--- src/rtl/forwarding_hazard_unit.sv ---
// forwarding_hazard_unit: tracks the EXE..WB destinations and produces the EXE operand selects and the ID stall request.
// FORWARDING_EN defined: forward from MEM..WB and stall only on load-use; undefined: no forwarding, stall until the writer reaches WB.
module forwarding_hazard_unit #(
  parameter int NUM_SRC = 3,
  parameter int NUM_FWD = 2,
  parameter int ADDR_LEN = 5,
  localparam int SEL_LEN = $clog2(NUM_FWD + 1)
) (
  input  logic                        clk,
  input  logic                        rst,
  input  logic                        freeze,
  input  logic                        flush,
  input  logic [NUM_SRC*ADDR_LEN-1:0] src_ID,
  input  logic [NUM_SRC-1:0]          src_used_ID,
  input  logic [ADDR_LEN-1:0]         dest_ID,
  input  logic                        WB_EN_ID,
  input  logic                        MEM_R_EN_ID,
  output logic                        hazard_detected,
  output logic [NUM_SRC*SEL_LEN-1:0]  sel
);
  // Without forwarding the WB entry never matters, so the tracked pipe stops one stage short.
  localparam int LAST = `ifdef FORWARDING_EN NUM_FWD `else NUM_FWD - 1 `endif;
  logic [ADDR_LEN-1:0] dest [LAST+1];
  logic [LAST:0] wb_en;
  logic bubble;
  assign bubble = hazard_detected | flush;
  always_ff @(posedge clk or posedge rst)
    if (rst) begin
      for (int k = 0; k <= LAST; k++) dest[k] <= '0;
      wb_en <= '0;
    end else if (!freeze) begin
      for (int k = LAST; k > 0; k--) dest[k] <= dest[k-1];
      dest[0] <= bubble ? '0 : dest_ID;
      wb_en <= {wb_en[LAST-1:0], WB_EN_ID & ~bubble};
    end
`ifdef FORWARDING_EN
  logic mem_r_en;
  logic [NUM_SRC*ADDR_LEN-1:0] src_exe;
  always_ff @(posedge clk or posedge rst)
    if (rst) begin
      mem_r_en <= 1'b0;
      src_exe <= '0;
    end else if (!freeze) begin
      mem_r_en <= MEM_R_EN_ID & ~bubble;
      src_exe <= bubble ? '0 : src_ID;
    end
  always_comb begin
    hazard_detected = 1'b0;
    sel = '0;
    for (int i = 0; i < NUM_SRC; i++) begin
      if (mem_r_en && dest[0] != '0 && src_used_ID[i] && src_ID[i*ADDR_LEN +: ADDR_LEN] == dest[0])
        hazard_detected = 1'b1;
      // Scanning oldest to youngest lets the youngest matching writer overwrite.
      for (int k = NUM_FWD; k >= 1; k--)
        if (wb_en[k] && dest[k] != '0 && dest[k] == src_exe[i*ADDR_LEN +: ADDR_LEN])
          sel[i*SEL_LEN +: SEL_LEN] = SEL_LEN'(k);
    end
  end
`else
  logic unused_load;
  assign unused_load = MEM_R_EN_ID;
  assign sel = '0;
  always_comb begin
    hazard_detected = 1'b0;
    for (int i = 0; i < NUM_SRC; i++)
      for (int k = 0; k <= LAST; k++)
        if (wb_en[k] && dest[k] != '0 && src_used_ID[i] && src_ID[i*ADDR_LEN +: ADDR_LEN] == dest[k])
          hazard_detected = 1'b1;
  end
`endif
endmodule
--- config.mk ---
export PLATFORM = sky130hd
export DESIGN_NAME = forwarding_hazard_unit
export DESIGN_NICKNAME = d
export VERILOG_FILES = /design/src/rtl/forwarding_hazard_unit.sv
export SDC_FILE = /design/constraint.sdc
export NUM_CORES = 1
export LEC_CHECK = 0
export ABC_AREA = 1
export CORE_ASPECT_RATIO = 1.1
export CORE_MARGIN = 8
export CORE_UTILIZATION = 50
export CTS_CLUSTER_SIZE = 8
export DETAILED_ROUTE_END_ITERATION = 7
export GPL_ROUTABILITY_DRIVEN = 0
export PLACE_DENSITY = 0.89
export SLEW_MARGIN = 20
export SYNTH_ARGS = -nofsm -noshare
export SYNTH_HDL_FRONTEND = slang
export SYNTH_SLANG_ARGS = --single-unit
--- constraint.sdc ---
create_clock -name clk -period 2.1 [get_ports clk]
set_input_delay 0.42 -clock clk [delete_from_list [all_inputs] [get_ports clk]]
set_output_delay 0.42 -clock clk [all_outputs]
set_load 0.01 [all_outputs]
==> metrics.txt <==
syn_area_per_cell approximately 6.1 µm²; Die ar. 0.004105 mm²; initial antenna violation count 0; required time worst endpoint 1680 ps; # DRC 0; Gate power share 33.2%; port buffer count 28; hold_ws approximately 460 ps; Leakage around 0.84 nW; complex-gate fraction of the synthesized area between 3 and 4%; post-synthesis xor/xnor area fraction 9.101%; P_int roughly 0.00048 W; Largest stage delay, worst path approximately 460 ps; NetSw ~0.00024 W; routed len/inst approximately 11 µm; worst min path class input pin to async pin; CP startpoint kind register; yosys warns 0; global route total overflow 0; post-DP HPWL around 2200 µm; CP max stage cell dfrtp_2; Max Clock Skew 3.636 ps; layout net count about 250; ant diodes 0; Placed Instances 247; setup TNS 0 ps; Peak Freq 488.0 MHz; CTS Sinks 12; Reg area between 300 and 400 µm²; Hold Buf Count CTS 0; Area Overhead vs Synth 31.09%; pin count of the biggest net entering global routing 13; crit-path cells nor2_1 > nand3_1 > buf_4 > nand3_1 > nor2_1 > nor2_2 > nand2_2 > inv_4 > nand2_2 > buf_6; register area share after synthesis about a quarter; Initial Util about half; CP arrival between 1500 and 2000 ps; antenna viol nets, final 0; Die Height between 60 and 70 µm; Final Hold Violating Endpoints 0; Non-Filler Instances approximately 250; Multi-input gate area 665.6 µm²; Max clock buf depth 2; RSZ-0062 raised after global routing yes; #FFs+latches synth 12; fill count about 200; mux cell area share after synthesis less than 1%; fraction of layout cells with a size suffix above 1 20.18%; Setup Viol. Count Final 0; all-layer global routing usage a little over an eighth; status finished clean; worst-path maximum fanout 6; sw frac 33.07%; Adder-Cell Fraction of Synth Area 0%; Worst-Skew Late Latency approximately 280 ps; DR vias approximately 1.2k; First-pass DRT Iterations 4; Worst Path Class, Setup register to output pin; cell area after synthesis about 0.0012 mm²; Iter 0 DRT Violations 27; min Tclk post-route ~2000 ps; post-route clock period utilization 97.58%; max_cap viols 0; post-synthesis simple-gate area fraction about two fifths; maximum VDD drop ~0.00035 V; Core Region roughly 0.0022 mm²; largest family of logic cells by synthesized area simple AND/OR/NAND/NOR gates; PD cells 473.5 mW/mm²; total design power around 0.00072 W; Mapped Cells between 150 and 200; Slew Limit Fails 0; vias per cell approximately 4.7; CTS tree done; vias in the first global route roughly 1.1k; library cells used by synthesis 18; FP Rows 18; first-pass GRT wire length 4236 µm; Ports 36; H-Tree Depth 1; root buffer cell clkbuf_4; Final Routed Wirelength approximately 2800 µm; Synth area leaders dfrtp_1, nand2_1, inv_1, nor2_1, xnor2_1; clock slew at reported path FFs approximately 80 ps; CTS Buf Count 3; Die W between 60 and 70 µm; clock share of power 25.8%; Reg power frac between 40 and 50%; Crit. End Element output pin; top cell type's share of synthesized area 26.00%; area leader, netlist dfrtp_1
==> cells in the mapped netlist (all sizes together) <==
master / instances
conb: 1
dfrtp: 12
inv: 31
nor2: 24
nand4: 8
xor2: 5
nand3: 9
buf: 12
mux2: 1
nand2: 73
xnor2: 7
o21ai: 5
o22ai: 2
==> what timing repair did <==
| action | 4_1_cts | 5_1_grt |
|---|---|---|
| buffers inserted | 0 | 2 |
| endpoints found under the setup margin | 1 | 1 |
| pin swaps | 5 | 10 |
| gates resized for setup | 13 | 23 |
==> layout by cell type, fill, tap and decap left out, types with 2 or more instances in the layout <==
master	count
buf_4	8
clkbuf_4	3
clkdlybuf4s50_1	14
conb_1	6
dfrtp_1	3
dfrtp_2	9
dlygate4sd2_1	8
dlymetal6s2s_1	5
inv_1	20
inv_2	10
nand2_1	67
nand2_2	6
nand3_1	8
nand4_1	8
nor2_1	20
nor2_2	4
o21ai_0	5
o22ai_1	2
xnor2_1	7
xor2_1	5
==> cells by family (layout without fill, tap and decap cells) <==
family,count (synthesis),in the layout
and+or+nand+nor,114,114
buffers and inverters,43,71
xor gates and xnor gates,12,12
DFF,12,12
AOI/OAI and AO/OA,7,7
other,1,6
muxes,1,1
==> worst max-delay path, delay by kind of cell (launching register included) <==
| family | cells | cell delay (ps) |
|---|---|---|
| buffers and inverters | 3 | 310 |
| DFF | 1 | 460 |
| and+or+nand+nor | 7 | 580 |
==> stage by stage <==
| stage | utilization (%) | cell area [µm²] | setup slack, ps |
|---|---|---|---|
| finish | 67.90 | 1514 | 50.92 |
| global route | 67.90 | 1514 | -48.01 |
| CTS | 65.10 | 1451 | 16.77 |
| detailed placement | 64.03 | 1428 | -513.6 |
| global placement | 64.03 | 1428 | -494.7 |
| floorplan | - | 1174 | 560.6 |
==> final cells by class <==
type	count	area share (%)
multi-input combinational	140	43.97
timing repair buffer	36	22.73
sequential	12	20.58
inverter	31	7.851
tap	30	2.479
clock buffer	4	2.397
==> sequential cells by signal, indices dropped and copies added, names as in the netlist <==
name	cells
dest	10
wb_en	2
==> per-layer routing <==
layer | up-vias | part of all wire (%) | track usage [%]
met2 | 35 | 50 | 22.93
met1 | 510 | 42 | 14.93
met3 | 8 | 5.6 | 3.696
li1 | 627 | - | -
met4 | 0 | 2.2 | 6.268
met5 | - | 0 | 0
==> final timing paths <==
path	from	to	slack, ps	cells after the start
worst max-delay path	dest[0]	hazard_detected	50	10
worst min-delay path	rst	wb_en[0]	460	2
worst max register to register	dest[8]	dest[8]	530	12
worst min register to register	wb_en[0]	wb_en[0]	510	2
max in group asynchronous	rst	dest[5]	1300	2
min in group clk	wb_en[0]	wb_en[0]	510	2
==> power groups by stage <==
stage	logic, W	clock network, W	registers [W]
after detailed placement	0.000228	0	0.000294
after global placement	0.000225	0	0.000293
after floorplan	0.000172	0	0.000275
after global routing	0.000267	0.000207	0.000298
final	0.000238	0.000185	0.000294
after CTS	0.000224	0.000190	0.000290
No activity file was read; power rests on OpenSTA's default activity.
